==> config.mk <==
export PLATFORM = sky130hd
export DESIGN_NAME = ros2_buf_arbiter
export DESIGN_NICKNAME = d
export VERILOG_FILES = /design/src/rtl/ros2_buf_arbiter.sv
export SDC_FILE = /design/constraint.sdc
export NUM_CORES = 1
export LEC_CHECK = 0
export BUFFER_PORTS_ARGS = -buffer_cell sky130_fd_sc_hd__buf_2
export CORE_AREA = 2 2 39 41
export CTS_CLUSTER_DIAMETER = 150
export CTS_CLUSTER_SIZE = 14
export DETAILED_ROUTE_END_ITERATION = 7
export DIE_AREA = 0 0 41 43
export SETUP_SLACK_MARGIN = 0.1
export SKIP_LAST_GASP = 1
export SYNTH_ARGS = -nofsm -noshare
export SYNTH_HDL_FRONTEND = slang
export SYNTH_SLANG_ARGS = --single-unit
==> constraint.sdc <==
create_clock -name clk -period 1.3 [get_ports clk]
set_input_delay 0.13 -clock clk [delete_from_list [all_inputs] [get_ports clk]]
set_output_delay 0.13 -clock clk [all_outputs]
set_load 0.1 [all_outputs]
==> src/rtl/ros2_buf_arbiter.sv <==
// ros2_buf_arbiter
// Round-robin ownership arbiter for one buffer shared between the CPU
// (requester 0 by convention) and the ROS2 IP requesters. A requester holds
// a level request until granted, keeps exclusive ownership until it pulses
// its release bit, and then has to wait behind every other pending requester.
//
// Optional feature: define ROS2_BUF_ARB_WATCHDOG_EN to build the hold
// watchdog, which revokes a grant held for i_timeout cycles (0 = never).
// Without the macro, i_timeout is ignored and the timeout outputs read 0.
//
// Ports
//   clk             clock
//   rst             asynchronous active-high reset
//   i_enable        arbiter enable; low masks grants and ends ownership
//   i_req           level request per requester
//   i_rel           single-cycle release pulse per requester
//   o_grant         registered one-hot grant, masked by i_enable
//   o_busy          ownership currently held (masked by i_enable)
//   o_owner         index of the current or most recent owner
//   i_timeout       watchdog hold limit in cycles, latched at grant
//   o_timeout_pulse one-cycle pulse after a watchdog revoke
//   o_timeout_id    requester whose grant was revoked
module ros2_buf_arbiter #(
  parameter int N_REQ     = 2,
  parameter int TIMEOUT_W = 16,
  localparam int OWNER_W  = (N_REQ > 2) ? $clog2(N_REQ) : 1
) (
  input  logic                 clk,
  input  logic                 rst,
  input  logic                 i_enable,
  input  logic [N_REQ-1:0]     i_req,
  input  logic [N_REQ-1:0]     i_rel,
  output logic [N_REQ-1:0]     o_grant,
  output logic                 o_busy,
  output logic [OWNER_W-1:0]   o_owner,
  input  logic [TIMEOUT_W-1:0] i_timeout,
  output logic                 o_timeout_pulse,
  output logic [OWNER_W-1:0]   o_timeout_id
);

  typedef enum logic {S_IDLE = 1'b0, S_OWNED = 1'b1} state_t;

  state_t             r_state;
  logic [N_REQ-1:0]   r_grant;
  logic [OWNER_W-1:0] r_owner;
  logic [OWNER_W-1:0] r_last;
  logic [OWNER_W:0]   w_pick;
  logic               w_expire;

  // Returns {found, index} of the first request at or after last+1,
  // wrapping. Scanning offsets downward lets the nearest offset win.
  function automatic logic [OWNER_W:0] rr_pick(input logic [N_REQ-1:0]   req,
                                               input logic [OWNER_W-1:0] last);
    logic [OWNER_W:0] res;
    logic [N_REQ-1:0] sh;
    int idx;
    res = '0;
    for (int k = N_REQ; k >= 1; k--) begin
      idx = (int'(last) + k) % N_REQ;
      sh  = req >> idx;
      if (sh[0]) res = {1'b1, OWNER_W'(idx)};
    end
    return res;
  endfunction

  assign w_pick = rr_pick(i_req, r_last);

`ifdef ROS2_BUF_ARB_WATCHDOG_EN
  logic [TIMEOUT_W-1:0] r_cnt;
  logic [TIMEOUT_W-1:0] r_limit;
  logic                 r_tpulse;
  logic [OWNER_W-1:0]   r_tid;

  // Counter starts at 0 on the first owned cycle, so reaching limit-1
  // means the grant has been visible for exactly `limit` cycles.
  assign w_expire        = (r_limit != '0) && (r_cnt == r_limit - TIMEOUT_W'(1));
  assign o_timeout_pulse = r_tpulse;
  assign o_timeout_id    = r_tid;
`else
  logic w_unused_timeout;
  assign w_unused_timeout = ^i_timeout;
  assign w_expire         = 1'b0;
  assign o_timeout_pulse  = 1'b0;
  assign o_timeout_id     = '0;
`endif

  always_ff @(posedge clk or posedge rst) begin
    if (rst) begin
      r_state  <= S_IDLE;
      r_grant  <= '0;
      r_owner  <= '0;
      r_last   <= OWNER_W'(N_REQ - 1);
`ifdef ROS2_BUF_ARB_WATCHDOG_EN
      r_cnt    <= '0;
      r_limit  <= '0;
      r_tpulse <= 1'b0;
      r_tid    <= '0;
`endif
    end else begin
`ifdef ROS2_BUF_ARB_WATCHDOG_EN
      r_tpulse <= 1'b0;
`endif
      case (r_state)
        S_IDLE: begin
          if (i_enable && w_pick[OWNER_W]) begin
            r_state <= S_OWNED;
            r_grant <= N_REQ'(1) << w_pick[OWNER_W-1:0];
            r_owner <= w_pick[OWNER_W-1:0];
`ifdef ROS2_BUF_ARB_WATCHDOG_EN
            r_cnt   <= '0;
            r_limit <= i_timeout;
`endif
          end
        end
        S_OWNED: begin
          if (!i_enable || i_rel[r_owner] || w_expire) begin
            r_state <= S_IDLE;
            r_grant <= '0;
            r_last  <= r_owner;
`ifdef ROS2_BUF_ARB_WATCHDOG_EN
            // A release or disable on the expiry edge wins over the watchdog.
            if (i_enable && !i_rel[r_owner]) begin
              r_tpulse <= 1'b1;
              r_tid    <= r_owner;
            end
`endif
          end
`ifdef ROS2_BUF_ARB_WATCHDOG_EN
          else if (r_cnt != '1) begin
            r_cnt <= r_cnt + TIMEOUT_W'(1);
          end
`endif
        end
        default: r_state <= S_IDLE;
      endcase
    end
  end

  assign o_grant = r_grant & {N_REQ{i_enable}};
  assign o_busy  = (r_state == S_OWNED) & i_enable;
  assign o_owner = r_owner;

endmodule

==> Word-level counts from Yosys, hierarchy flattened <==
Index checks and enable logic that the tools add are counted.
{ "word_totals": {"reg_bits": 5, "in_bits": 23, "out_inout_bits": 6, "word_cells": 33} }
{ "op_classes": {"n_addsub": 2, "order_cmp": 1, "n_eq_ne": 2, "n_shift": 3, "mux": 10, "n_bitwise": 5, "n_reduce_logical": 6} }
{ "op_table": {"columns": ["operator", "n"], "rows": [
  ["2-bit by 32-bit right shift with 1-bit output", 2],
  ["2-bit 2-to-1 mux", 4],
  ["2-bit AND reduction", 3],
  ["1-bit 2-to-1 mux", 4],
  ["2-bit one-hot mux with 2 select lines", 1],
  ["1-bit adder (second input constant)", 2],
  ["1-bit AND (first input constant)", 2],
  ["2-bit AND", 1],
  ["1-bit by 2-bit < comparator with 1-bit output (second input constant)", 1],
  ["2-bit by 1-bit inequality test with 1-bit output (second input constant)", 1],
  ["2-bit inequality test (second input constant)", 1],
  ["1-bit one-hot mux with 2 select lines", 1],
  ["1-bit by 1-bit << shifter with 2-bit output (first input constant)", 1],
  ["1-bit AND", 1],
  ["1-bit logical AND", 1],
  ["1-bit logical NOT", 1],
  ["1-bit logical OR", 1],
  ["1-bit NOT", 1]
]} }

==> Depth between registers and ports, before layout <==
{ "logic_depth": {"word_depth": 8, "depth_mapped": 3, "depth_no_buf": 3} }

==> Worst setup path after synthesis <==
No wires, ideal clock.
{ "synth_timing": {"path_type": "register to register", "from": "register r_owner (netlist: o_owner)", "to": "register r_last", "setup_time_ns": 0.083, "arrival_ns": 1.707, "t_required_ns": 1.217, "setup_slack_ns": -0.490, "path_stages_with_launch": 4, "path_buffers": 0, "period_less_slack_ns": 1.790, "path_cell_list": "dfrtp_1 -> mux2i_2 -> a21boi_2 -> mux2_4"} }
{ "synth_between": {"elab_chain_len": 4} }
{ "synth_lines": {"columns": ["element", "line_no", "rtl"], "rows": [
  ["start, declared", "45", "logic [OWNER_W-1:0] r_owner;"],
  ["start signal, assigned", "108", "r_owner <= w_pick[OWNER_W-1:0];"],
  ["1-bit 2-to-1 mux (not written as such) (2 in a row)", "116", "if (!i_enable || i_rel[r_owner] || w_expire) begin"],
  ["1-bit logical OR", "116", null],
  ["2-bit AND reduction (no line)", null, null],
  ["end signal, assigned", "92", "r_last <= OWNER_W'(N_REQ - 1);"],
  ["end signal, assigned", "119", "r_last <= r_owner;"],
  ["end, declared", "46", "logic [OWNER_W-1:0] r_last;"]
]} }
Parallel ways exist; a longest one is shown, timed or not. The select of a mux whose other input is x is not followed.
A chain may end at the register's enable or synchronous reset.

==> Final worst setup path <==
Ends and elaborated chain as after synthesis.

==> impl_metrics.env <==
export IMPL_grt_max_degree=9
export IMPL_ant_nets=0
export IMPL_cts_tree="done"
export IMPL_rsz0062_at_grt="yes"
export IMPL_leakage_nw=0.2223
export IMPL_design_portCount=29
export IMPL_first_pass_iters=1
export IMPL_antenna_found_initial=0
export IMPL_core_area_sq_mm=0.001384
export IMPL_synth_area_sq_um=304.0
export IMPL_first_iter_violations=0
export IMPL_worstPathArrival_ns=1.39
export IMPL_cts_buffers=3
export IMPL_whs_path_depth=4
export IMPL_initial_core_util=0.2197
export IMPL_cts_clk_slew_worst_paths_ns=0.04
export IMPL_crit_required_ns=1.46
export IMPL_clk_latency_ns=0.23
export IMPL_reg2regPathDepth=3
export IMPL_seq_area_frac_synth=0.4156
export IMPL_grt_pass1_wl_mm=1.014
export IMPL_dp_cells=56
export IMPL_endpoint_kind="register"
export IMPL_track_usage=0.08990
export IMPL_instances_no_fill=62
export IMPL_clock_skew_ns=0.001719
export IMPL_r2r_end="r_last"
export IMPL_viasPerCell=4.048
export IMPL_fp_dieH_microns=43
export IMPL_place_hpwl_microns=491
export IMPL_vias=251
export IMPL_clockBufferDepth=2
export IMPL_ys_types=19
export IMPL_syn_avg_cell_area_sq_um=10.13
export IMPL_synth_cells=30
export IMPL_critPathKind="reg2reg"
export IMPL_h_tree_depth=1
export IMPL_hp_class="in2reg"
export IMPL_cts_root_buf="clkbuf_4"
export IMPL_finalHoldViolCount=0
export IMPL_yosys_warnings=0
export IMPL_crit_path_max_fanout=4
export IMPL_fin_total_pwr_mw=0.8150
export IMPL_drv_slew=0
export IMPL_drt_wl_total_microns=593
export IMPL_reg2reg_from="o_owner"
export IMPL_start_kind="register"
export IMPL_whs_ns=0.2240
export IMPL_synth_seq_cells=5
export IMPL_grt_pass1_vias=255
export IMPL_fin_crit_ns=1.231
export IMPL_gp_congestion=0.6818
export IMPL_min_to="r_grant[1]"
export IMPL_die_area_sq_mm=0.001763
export IMPL_fin_nets=70
export IMPL_setup_viol=0
export IMPL_min_delay_start="i_rel[0]"
export IMPL_syn_to_final_growth_pct=61.73
export IMPL_dieWidth_microns=41
export IMPL_r2r_slack_ns=0.07
export IMPL_outcome="finished, final reports clean"
export IMPL_port_buffer_count=10
export IMPL_layout_drive_gt1_share=0.5652
export IMPL_cap_viol_max_count=0
export IMPL_rows=14
export IMPL_grt_overflow_total=0
export IMPL_drc=0
export IMPL_max_freq_mhz=812.3
export IMPL_power_per_cell_area_mw_per_mm2=1657
export IMPL_vdd_drop_max_uv=538.4
export IMPL_clock_sinks=5
export IMPL_diodes=0
export IMPL_post_drt_wl_per_cell_microns=9.565
export IMPL_min_period_over_period=0.9470
-- cell type report --
class | count | area [sq um]
tap | 16 | 20.02
sequential | 5 | 131.4
multi-input combinational | 23 | 175.2
inverter | 1 | 3.754
clock buffer | 4 | 26.28
fill | 157 | 892.1
timing repair buffer | 13 | 135.1
-- metal layers --
layer	vias to the layer above	wire, microns	track usage
li1	128	-	-
met1	114	231	0.08852
met2	9	328	0.1469
met3	0	34	0.01571
met4	0	0	0.08000
met5	-	0	0
-- logic make-up (layout without fill, tap and decap cells) --
logic type,after synthesis,in the layout,share of synthesized area
AOI/OAI and AO/OA,6,6,0.1358
buffers and inverters,3,18,0.06170
DFF,5,5,0.4157
muxes,3,3,0.1275
other,1,2,0.01233
and+or+nand+nor,12,12,0.2469
-- repair_timing --
item                                    CTS  global route
setup buffers                             0             1
endpoints found under the hold margin     4             0
gates resized for setup                   1             0
endpoints found under the setup margin    2             3
hold buffers                              1             0
-- stage by stage --
| stage | util | setup slack, ns | setup TNS [ns] | instance area, sq um |
|---|---|---|---|---|
| floorplan | - | -0.08907 | -0.09720 | 324.1 |
| global placement | 0.3228 | 0.07467 | 0 | 446.7 |
| detailed placement | 0.3228 | 0.07192 | 0 | 446.7 |
| CTS | 0.3499 | 0.06062 | 0 | 484.2 |
| global route | 0.3553 | 0.03151 | 0 | 491.7 |
| finish | 0.3553 | 0.06893 | 0 | 491.7 |
-- synth_stat cells --
master / n / area (sq um)
nor2b_1: 3 / 18.77
and3_4: 1 / 11.26
mux2_4: 1 / 15.01
a21oi_1: 4 / 20.02
conb_1: 1 / 3.750
nand2_1: 1 / 3.750
or2_2: 1 / 6.260
mux2i_1: 1 / 10.01
and2_1: 3 / 18.77
a221o_1: 1 / 10.01
dfrtp_1: 4 / 100.1
a21boi_2: 1 / 11.26
and3_1: 1 / 6.260
mux2i_2: 1 / 13.76
nor2_1: 1 / 3.750
inv_1: 1 / 3.750
buf_4: 2 / 15.01
nand2b_1: 1 / 6.260
dfstp_2: 1 / 26.28
-- layout by cell type (no fill, tap or decap), drive strengths merged --
cell and n:
a21boi 1, a21oi 4, a221o 1, and2 3
and3 2, buf 12, clkbuf 4, conb 2
dfrtp 4, dfstp 1, dlygate4sd3 1, inv 1
mux2 1, mux2i 2, nand2 1, nand2b 1
nor2 1, nor2b 3, or2 1
-- worst max-delay path by stage --
stage / from / endpoint / slack [ns] / cells past startpoint
final: o_owner / r_last / 0.07 / 3
after global routing: o_owner / r_last / 0.03 / 3
after CTS: o_owner / r_last / 0.06 / 3
after detailed placement: o_owner / r_last / 0.07 / 3
after global placement: o_owner / r_last / 0.07 / 3
after floorplan: o_owner / r_last / -0.09 / 3
-- worst max-delay path: stages, from the launching register on --
cell and delay, ns:
dfrtp_4 0.49, mux2i_4 0.21, a21boi_2 0.14, mux2_4 0.31
-- where the power goes --
| group | internal, mW | switching [mW] | total (mW) | leakage (nW) |
|---|---|---|---|---|
| Clock | 0.116 | 0.0570 | 0.173 | 0.0150 |
| Combinational | 0.168 | 0.236 | 0.404 | 0.150 |
| Sequential | 0.211 | 0.0276 | 0.238 | 0.0569 |
-- flip-flops by register name (all words and copies together), names as in the netlist --
| name | flops |
|---|---|
| r_state | 1 |
| o_owner | 1 |
| r_grant | 2 |
| r_last | 1 |
(Power assumes the default switching activity.)
